--- config.mk ---
export PLATFORM = sky130hd
export DESIGN_NAME = score_display
export DESIGN_NICKNAME = d
export VERILOG_FILES = /design/src/rtl/score_display_pkg.sv /design/src/rtl/score_display_bin2bcd_seq.sv /design/src/rtl/score_display.sv
export SDC_FILE = /design/constraint.sdc
export NUM_CORES = 1
export LEC_CHECK = 0
export ABC_AREA = 1
export CORE_ASPECT_RATIO = 2
export CORE_MARGIN = 2
export CORE_UTILIZATION = 58
export DETAILED_ROUTE_END_ITERATION = 6
export HOLD_SLACK_MARGIN = 0.1
export PLACE_DENSITY = 0.84
export SLEW_MARGIN = 25
export SYNTH_ARGS = -nofsm -noshare
export SYNTH_HDL_FRONTEND = slang
export SYNTH_SLANG_ARGS = --single-unit
--- constraint.sdc ---
create_clock -name clk3 -period 3.3 [get_ports clk3]
set_input_delay 0.33 -clock clk3 [delete_from_list [all_inputs] [get_ports clk3]]
set_output_delay 0.33 -clock clk3 [all_outputs]
set_load 0.01 [all_outputs]
--- src/rtl/score_display_pkg.sv ---
// Shared constants, types and helpers for the score display slice.
package score_display_pkg;

    // Score counter MSB index; the score bus is SCORELEN+1 bits wide.
    localparam int SCORELEN = 13;

    // Segment codes, bit order {g,f,e,d,c,b,a}, active-high.
    localparam logic [6:0] SEG_0     = 7'h3F;
    localparam logic [6:0] SEG_1     = 7'h06;
    localparam logic [6:0] SEG_2     = 7'h5B;
    localparam logic [6:0] SEG_3     = 7'h4F;
    localparam logic [6:0] SEG_4     = 7'h66;
    localparam logic [6:0] SEG_5     = 7'h6D;
    localparam logic [6:0] SEG_6     = 7'h7D;
    localparam logic [6:0] SEG_7     = 7'h07;
    localparam logic [6:0] SEG_8     = 7'h7F;
    localparam logic [6:0] SEG_9     = 7'h6F;
    localparam logic [6:0] SEG_BLANK = 7'h00;

    typedef enum logic [0:0] {
        ST_IDLE = 1'b0,
        ST_CONV = 1'b1
    } conv_state_e;

    // 10^n, used to derive the saturation threshold from the digit count.
    function automatic int pow10(input int n);
        int r;
        r = 1;
        for (int i = 0; i < n; i++) begin
            r = r * 10;
        end
        return r;
    endfunction

    // BCD nibble to segment pattern; non-decimal codes go dark.
    function automatic logic [6:0] seg_decode(input logic [3:0] nib);
        logic [6:0] s;
        case (nib)
            4'd0:    s = SEG_0;
            4'd1:    s = SEG_1;
            4'd2:    s = SEG_2;
            4'd3:    s = SEG_3;
            4'd4:    s = SEG_4;
            4'd5:    s = SEG_5;
            4'd6:    s = SEG_6;
            4'd7:    s = SEG_7;
            4'd8:    s = SEG_8;
            4'd9:    s = SEG_9;
            default: s = SEG_BLANK;
        endcase
        return s;
    endfunction

endpackage

--- src/rtl/score_display_bin2bcd_seq.sv ---
// Sequential double-dabble converter: re-converts the score whenever it
// differs from the last converted value, saturating at all nines.
module bin2bcd_seq
    import score_display_pkg::*;
#(
    parameter int SCORE_W = SCORELEN + 1,
    parameter int DIGITS  = 4
) (
    input  logic                  clk3,
    input  logic                  reset,
    input  logic [SCORE_W-1:0]    score,
    output logic [4*DIGITS-1:0]   bcd,
    output logic                  bcd_valid,
    output logic                  ovf
);

    localparam int BCD_W     = 4 * DIGITS;
    localparam int CNT_W     = $clog2(SCORE_W + 1);
    localparam int SAT_LIMIT = pow10(DIGITS);

    conv_state_e          state_q;
    logic [SCORE_W-1:0]   last_q;
    logic [SCORE_W-1:0]   shreg_q;
    logic [BCD_W-1:0]     acc_q;
    logic [CNT_W-1:0]     cnt_q;
    logic [BCD_W-1:0]     bcd_q;
    logic                 bcd_valid_q;
    logic                 ovf_q;

    logic [BCD_W-1:0]     adj_s;
    logic [BCD_W-1:0]     new_acc_s;
    logic [SCORE_W-1:0]   new_shreg_s;
    logic                 sat_s;

    // Values that cannot be shown in DIGITS decimal digits skip conversion.
    assign sat_s = (32'(score) >= 32'(SAT_LIMIT));

    // Add-3 correction on every nibble of 5 or more, then the one-bit shift.
    always_comb begin
        adj_s = acc_q;
        for (int i = 0; i < DIGITS; i++) begin
            if (acc_q[4*i +: 4] >= 4'd5) begin
                adj_s[4*i +: 4] = acc_q[4*i +: 4] + 4'd3;
            end else begin
                adj_s[4*i +: 4] = acc_q[4*i +: 4];
            end
        end
        new_acc_s   = {adj_s[BCD_W-2:0], shreg_q[SCORE_W-1]};
        new_shreg_s = {shreg_q[SCORE_W-2:0], 1'b0};
    end

    // IDLE/CONV conversion FSM with registered bcd, bcd_valid and ovf.
    always_ff @(posedge clk3 or posedge reset) begin
        if (reset) begin
            state_q     <= ST_IDLE;
            last_q      <= '0;
            shreg_q     <= '0;
            acc_q       <= '0;
            cnt_q       <= '0;
            bcd_q       <= '0;
            bcd_valid_q <= 1'b0;
            ovf_q       <= 1'b0;
        end else begin
            bcd_valid_q <= 1'b0;
            case (state_q)
                ST_IDLE: begin
                    if (score != last_q) begin
                        last_q <= score;
                        if (sat_s) begin
                            bcd_q       <= {DIGITS{4'h9}};
                            ovf_q       <= 1'b1;
                            bcd_valid_q <= 1'b1;
                        end else begin
                            shreg_q <= score;
                            acc_q   <= '0;
                            cnt_q   <= CNT_W'(SCORE_W);
                            state_q <= ST_CONV;
                        end
                    end
                end
                ST_CONV: begin
                    acc_q   <= new_acc_s;
                    shreg_q <= new_shreg_s;
                    cnt_q   <= cnt_q - CNT_W'(1);
                    if (cnt_q == CNT_W'(1)) begin
                        bcd_q       <= new_acc_s;
                        bcd_valid_q <= 1'b1;
                        ovf_q       <= 1'b0;
                        state_q     <= ST_IDLE;
                    end
                end
                default: begin
                    state_q <= ST_IDLE;
                end
            endcase
        end
    end

    assign bcd       = bcd_q;
    assign bcd_valid = bcd_valid_q;
    assign ovf       = ovf_q;

endmodule

--- src/rtl/score_display.sv ---
// Multiplexed 7-segment score display: digit scan, leading-zero blanking,
// pause blink and segment decode around the sequential BCD converter.
module score_display
    import score_display_pkg::*;
#(
    parameter int SCORE_W   = SCORELEN + 1,
    parameter int DIGITS    = 4,
    parameter int SCAN_DIV  = 1000,
    parameter int BLINK_DIV = 64
) (
    input  logic                  clk3,
    input  logic                  reset,
    input  logic [SCORE_W-1:0]    score,
    input  logic                  pause,
    output logic [6:0]            seg,
    output logic [DIGITS-1:0]     an,
    output logic [4*DIGITS-1:0]   bcd,
    output logic                  bcd_valid,
    output logic                  ovf
);

    localparam int PRE_W = (SCAN_DIV  > 1) ? $clog2(SCAN_DIV)  : 1;
    localparam int IDX_W = (DIGITS    > 1) ? $clog2(DIGITS)    : 1;
    localparam int BLK_W = (BLINK_DIV > 1) ? $clog2(BLINK_DIV) : 1;

    logic [PRE_W-1:0]     presc_q, presc_d;
    logic [IDX_W-1:0]     idx_q, idx_d;
    logic [BLK_W-1:0]     blink_cnt_q, blink_cnt_d;
    logic                 phase_q, phase_d;

    logic                 wrap_s;
    logic [4*DIGITS-1:0]  bcd_s;
    logic [4*DIGITS-1:0]  shifted_s;
    logic                 upper_zero_s;
    logic [6:0]           seg_s;
    logic [DIGITS-1:0]    an_s;

    bin2bcd_seq #(
        .SCORE_W (SCORE_W),
        .DIGITS  (DIGITS)
    ) u_bin2bcd (
        .clk3      (clk3),
        .reset     (reset),
        .score     (score),
        .bcd       (bcd_s),
        .bcd_valid (bcd_valid),
        .ovf       (ovf)
    );

    assign wrap_s = (presc_q == PRE_W'(SCAN_DIV - 1));

    // Prescaler and digit index: one scan step every SCAN_DIV cycles.
    always_comb begin
        presc_d = presc_q;
        idx_d   = idx_q;
        if (wrap_s) begin
            presc_d = '0;
            if (idx_q == IDX_W'(DIGITS - 1)) begin
                idx_d = '0;
            end else begin
                idx_d = idx_q + IDX_W'(1);
            end
        end else begin
            presc_d = presc_q + PRE_W'(1);
            idx_d   = idx_q;
        end
    end

    // Blink phase: toggles every BLINK_DIV scan steps while paused.
    always_comb begin
        blink_cnt_d = blink_cnt_q;
        phase_d     = phase_q;
        if (!pause) begin
            blink_cnt_d = '0;
            phase_d     = 1'b0;
        end else if (wrap_s) begin
            if (blink_cnt_q == BLK_W'(BLINK_DIV - 1)) begin
                blink_cnt_d = '0;
                phase_d     = ~phase_q;
            end else begin
                blink_cnt_d = blink_cnt_q + BLK_W'(1);
                phase_d     = phase_q;
            end
        end else begin
            blink_cnt_d = blink_cnt_q;
            phase_d     = phase_q;
        end
    end

    // Scan and blink state registers.
    always_ff @(posedge clk3 or posedge reset) begin
        if (reset) begin
            presc_q     <= '0;
            idx_q       <= '0;
            blink_cnt_q <= '0;
            phase_q     <= 1'b0;
        end else begin
            presc_q     <= presc_d;
            idx_q       <= idx_d;
            blink_cnt_q <= blink_cnt_d;
            phase_q     <= phase_d;
        end
    end

    // One-hot digit enable from the scan index.
    always_comb begin
        an_s = '0;
        for (int i = 0; i < DIGITS; i++) begin
            an_s[i] = (idx_q == IDX_W'(i));
        end
    end

    // Selected nibble decode; blank during the off phase and for leading zeros.
    always_comb begin
        shifted_s    = bcd_s >> {idx_q, 2'b00};
        upper_zero_s = (shifted_s == '0);
        if (phase_q) begin
            seg_s = SEG_BLANK;
        end else if ((idx_q != '0) && upper_zero_s) begin
            seg_s = SEG_BLANK;
        end else begin
            seg_s = seg_decode(shifted_s[3:0]);
        end
    end

    assign seg = seg_s;
    assign an  = an_s;
    assign bcd = bcd_s;

endmodule

After elaboration in Yosys (flattened, before gate mapping)
Memories as Yosys holds them, arrays and structs flattened.
Index checks and enable logic that the tools add are counted.

word-level totals
  bits in read-only memories = 112
  register bits = 86
  input bits = 17
  output and inout port bits = 29
  logic and storage cells = 89
  memories = 1

operators by class
  equality and inequality tests = 13
  shift-type cells = 1
  $add $sub $neg = 8
  reductions and logical operators = 8
  bitwise operators = 2
  mux-type cells = 39
  order comparisons = 5

memory list
  name             words  bits a word  rd ports  clocked after Yosys merged registers in  write ports  line                     text
  (no name shown)  16     7            1         0                                        0            score_display_pkg.sv:38  case (nib)

operators by type and width
  operator                                              number
  two-way mux 16 bit                                    5
  one-hot mux 16 bit (2 select lines)                   2
  two-way mux 14 bit                                    2
  one-hot mux 14 bit (2 select lines)                   1
  two-way mux 4 bit                                     5
  two-way mux 6 bit                                     3
  >= comparator 4 x 3 -> 1 bit (second input constant)  4
  logical NOT 16 bit                                    1
  >> shifter 16 x 4 -> 16 bit                           1
  >= comparator 14 bit (second input constant)          1
  two-way mux 7 bit                                     2
  != test 14 bit                                        1
  adder 4 x 2 -> 4 bit (second input constant)          3
  two-way mux 1 bit                                     12
  adder 10 x 1 -> 10 bit (second input constant)        1
  == test 10 bit (second input constant)                1
  two-way mux 10 bit                                    1
  != test 2 x 1 -> 1 bit (second input constant)        4
  one-hot mux 4 bit (2 select lines)                    1
  adder 6 x 1 -> 6 bit (second input constant)          1
  == test 6 bit (second input constant)                 1
  one-hot mux 1 bit (2 select lines)                    3
  AND reduction 2 bit                                   3
  == test 2 bit (second input constant)                 2
  other kinds (13)                                      15

Longest topological paths before layout
Gate-level depths: netlist (run 1).

  depth in word-level cells = 5
  mapped depth = 12
  gate-level depth less buffers = 12

Modules after synthesis
A second synthesis (run 1) with hierarchy kept.

unflattened totals
  cells, all modules = 732
  area total of the unflattened synthesis = 5190.0 um^2

by module, submodules not included
  module         cells an instance  times used  sequential area each (um^2)  area an instance (um^2)
  bin2bcd_seq    521                1           1676.6                       3713.6
  score_display  211                1           475.5                        1476.4

Worst setup path before layout (run 1)
OpenSTA, ideal clock, no wires.

  path type = reg-to-output
  start = register idx_q[0]
  end = output seg[0]
  buffers on the path = 1
  slack = 1.057 ns
  required time = 2.970 ns
  cell stages (with the launch flop) = 13
  arrival = 1.913 ns
  cells stage by stage = dfrtp_1 > buf_4 > nand2_1 > nand2_1 > o21ai_0 > ha_1 > inv_1 > nor3_1 > nand2_1 > nor2_1 > nand2_1 > nand2_1 > nor2_1

between the ends
  word-level cells in the longest chain between the ends = 5
  elaborated cells between the ends (all ways) = 7
  those cells by class = shift (1); mux (2); reduce/logical (3); memory (1)

RTL lines
  what                                                              line                  text
  start, declared                                                   score_display.sv:27   logic [IDX_W-1:0] idx_q, idx_d;
  start signal, assigned                                            score_display.sv:99   idx_q <= idx_d;
  branches (longest 3 deep; another with memory read (16 x 7 bit))  --
  two-way mux 7 bit (*)                                             score_display.sv:119  end else if ((idx_q != '0) && upper_zero_s) begin
  two-way mux 7 bit (*)                                             score_display.sv:117  if (phase_q) begin
  end, declared                                                     score_display.sv:15   output logic [6:0] seg,

Every way passes the cells marked *.

Final worst setup path (run 1)
  start = register idx_q[1]
  end = output seg[3]

Same word-level chain as after synthesis.

==> flow_metrics.py, run 1 <==
metrics = {
    "grt": {
        "grt_pass1_wl_um": 19800,
        "grt_max_degree": 48,
        "grt_antenna_before_repair": 0,
        "grtUsageTotal": 0.261,
        "grt_pass1_vias": 4552,
        "gr-total-overflow": 0,
    },
    "cts": {
        "cts_buffer_depth": 2,
        "cts_root_buf": "clkbuf_16",
        "clk_pin_slew_ps": 60,
        "numCtsBuffers": 9,
        "clock_sinks": 86,
        "cts_hold_buf": 0,
        "cts.htree.levels": 3,
        "cts_tree": "built",
        "insertion_delay_ps": 340,
    },
    "power": {
        "powerDensity_nw_per_um2": 914,
        "power_leakage_nw": 3.19,
        "total_power_w": 0.00538,
        "peakVddDrop_mv": 0.586,
    },
    "setup_path": {
        "cp-start-kind": "register",
        "reg2reg_to": "u_bin2bcd.cnt_q[3]",
        "reg2reg_slack_ps": 1380,
        "r2r-start": "u_bin2bcd.last_q[11]",
        "critical_path.max_stage_delay_ps": 550,
        "path_depth": 12,
        "crit_family": "buffers and inverters",
        "critical_path.cell_chain": "clkinv_1, nand3_1, o21ai_2, ha_1, inv_1, nor3_1, nand2_1, nor2_1, nand2_1, nand2_1, nor2_1, clkdlybuf4s50_1",
        "crit_end": "seg[3]",
        "crit_start": "idx_q[1]",
        "critical_path.most_common_cell": "nand2_1",
        "slowest_stage": "clkdlybuf4s50_1",
        "crit_buf_inv": 3,
        "end_kind": "output port",
        "arrival_ps": 2700,
        "path_max_fanout": 11,
        "crit_required_ps": 2970,
        "worstSetupPathType": "reg -> out",
        "reg2reg_depth": 7,
    },
    "synth": {
        "yosysWarnings": 0,
        "async_reset_ff_frac": 1.00,
        "yosys.area_share.adder": 0.0521,
        "syn-num-nets": 746,
        "avgSynthCellArea_um2": 7.12,
        "synthXorXnorAreaFrac": 0.00521,
        "yosysTopAreaCell": "dfrtp_1",
        "synth.most_common_cell": "nand2_1",
        "synthSimpleGateAreaFrac": 0.335,
        "ys_types": 32,
        "synth_compound_area_frac": 0.0812,
        "synth_ff_type": "dfrtp_1",
        "yosysSeqAreaShare": 0.427,
        "synth_common_cells": "215 x nand2_1, 98 x inv_1, 86 x dfrtp_1, 82 x nor2_1, 79 x nand3_1",
        "syn-instance-count": 708,
        "synth-edff-count": 0,
        "synth_mux_area_frac": 0,
        "yosys_register_bits": 86,
        "synth_top_area_share": 0.427,
        "synth_area_um2": 5040,
        "synth.area.top_cells": "dfrtp_1 43%, nand2_1 16%, nand3_1 7.8%",
        "synth_top_family_by_area": "simple AND/OR/NAND/NOR gates",
    },
    "sta": {
        "period_share": 0.918,
        "hold_viol_final": 0,
        "clock.fmax_mhz": 330,
        "relSlewSlack": 0.542,
        "finalCriticalPeriod_ps": 3030,
        "fin_hold_ws_ps": 396,
        "rsz0062_at_grt": "false",
        "finalSetupTns_ps": 0,
        "clock_skew_ps": 6.73,
        "slew_violations": 0,
        "worst_pin_slew_ps": 687,
        "setup_viol_count_final": 0,
    },
    "final_layout": {
        "layout-drive-gt1-share": 0.0452,
        "fillers": 687,
        "final_nets": 787,
        "syn_to_final_growth_pct": 16.7,
        "utilization": 0.690,
        "stdcell_area_um2": 5880,
        "diodes": 0,
    },
    "placement": {
        "place.gp.congestion": 0.910,
        "dp_hpwl_um": 8350,
        "placed_cell_area_um2": 5550,
        "portBuffers": 45,
    },
    "route": {
        "drc_errors": 0,
        "ant_nets": 0,
        "viasPerCell": 5.45,
        "dr.pass1.iters": 6,
        "wire_per_inst_um": 13.5,
        "routed_wl_um": 11500,
        "dr.first_iter.drc_count": 239,
        "num_vias": 4647,
    },
    "worst_hold_path": {
        "hp-class": "in -> async",
    },
    "die": {
        "core_area_um2": 8530,
        "die-area_um2": 9500,
        "boundaryPins": 46,
        "placementRows": 48,
        "die_w_um": 69.9,
        "die_y_um": 136,
        "initial_utilization": 0.591,
    },
    "job": {
        "drv_cap": 0,
    },
    "outcome": {
        "status": "completed",
    },
}
-- layer usage --
layer | track usage | share of wire
met1 | 0.272 | 0.36
met5 | 0 | 0
met4 | 0.174 | 0.043
met2 | 0.480 | 0.56
met3 | 0.0334 | 0.040
-- per-stage QoR --
stage / worst slack (ps) / cells
floorplan: 748 / 708
global placement: 508 / 838
finish: 269 / 853
global route: 42.6 / 853
CTS: 74.6 / 853
detailed placement: 429 / 838
-- final cells by class --
| class | instances | area [um^2] | area share |
|---|---|---|---|
| Sequential cell | 86 | 2150 | 0.366 |
| Timing Repair Buffer | 50 | 500 | 0.0851 |
| Clock inverter | 3 | 67.6 | 0.0115 |
| Tap cell | 100 | 125 | 0.0213 |
| Inverter | 102 | 384 | 0.0653 |
| Clock buffer | 12 | 256 | 0.0436 |
| Multi-Input combinational cell | 500 | 2390 | 0.407 |
-- worst min path at each step --
| stage | slack (ps) | endpoint | start | cells after the start |
|---|---|---|---|---|
| 6_report | 400 | u_bin2bcd.last_q[10] | reset | 2 |
| 5_1_grt | 470 | u_bin2bcd.last_q[10] | reset | 2 |
| 4_1_cts | 420 | u_bin2bcd.last_q[11] | reset | 2 |
| 3_5_place_dp | 480 | presc_q[0] | presc_q[0] | 1 |
| 3_3_place_gp | 470 | presc_q[0] | presc_q[0] | 1 |
| 2_1_floorplan | 450 | presc_q[0] | presc_q[0] | 1 |
-- cells in the final DEF (no fill, tap or decap), types with 2 or more instances in the layout --
master,count
o21ai_2,2
a21oi_1,12
nor3_1,14
o21a_1,7
a211oi_1,2
clkdlybuf4s50_1,45
inv_2,2
dfrtp_1,86
nand3_1,79
clkbuf_16,9
nand4_1,3
clkbuf_8,2
inv_1,97
nor2_1,82
bufinv_16,2
ha_1,21
clkinv_1,2
o21ai_0,40
o21ai_1,5
nand3_2,3
nand2_1,215
nand2_2,2
xnor2_1,2
nand2_4,2
buf_4,4
-- cells by family after synthesis --
group           after synthesis
buf+inv                     122
simple gates                403
compound gates               73
fa+ha+maj                    21
flops                        86
xor+xnor                      3
-- registers in the layout, indices dropped and copies added, names as in the netlist, 2 cells and up --
register	count
idx_q	2
u_bin2bcd.acc_q	16
u_bin2bcd.last_q	14
u_bin2bcd.cnt_q	4
blink_cnt_q	6
presc_q	10
u_bin2bcd.shreg_q	14
u_bin2bcd.bcd	16
-- report_power, final --
| part | switching [W] | internal, W | leakage, nW |
|---|---|---|---|
| sequential | 0.000346 | 0.00146 | 1.08 |
| clock | 0.000399 | 0.000700 | 0.155 |
| combinational | 0.00146 | 0.00102 | 1.96 |
| total | 0.00220 | 0.00318 | 3.19 |
-- what timing repair did --
action                                  CTS  global route
endpoints found under the setup margin    0             7
resized for setup                         0             3
setup buffers                             0             0
endpoints found under the hold margin     0             0
Note: power is estimated with default switching activity, not from simulation.
==> run 2: changes to the inputs <==
Settings changed: TNS_END_PERCENT set to 50.
==> results of run 2 <==
Same layout as run 1: the final DEF is identical, and so are final timing and power.
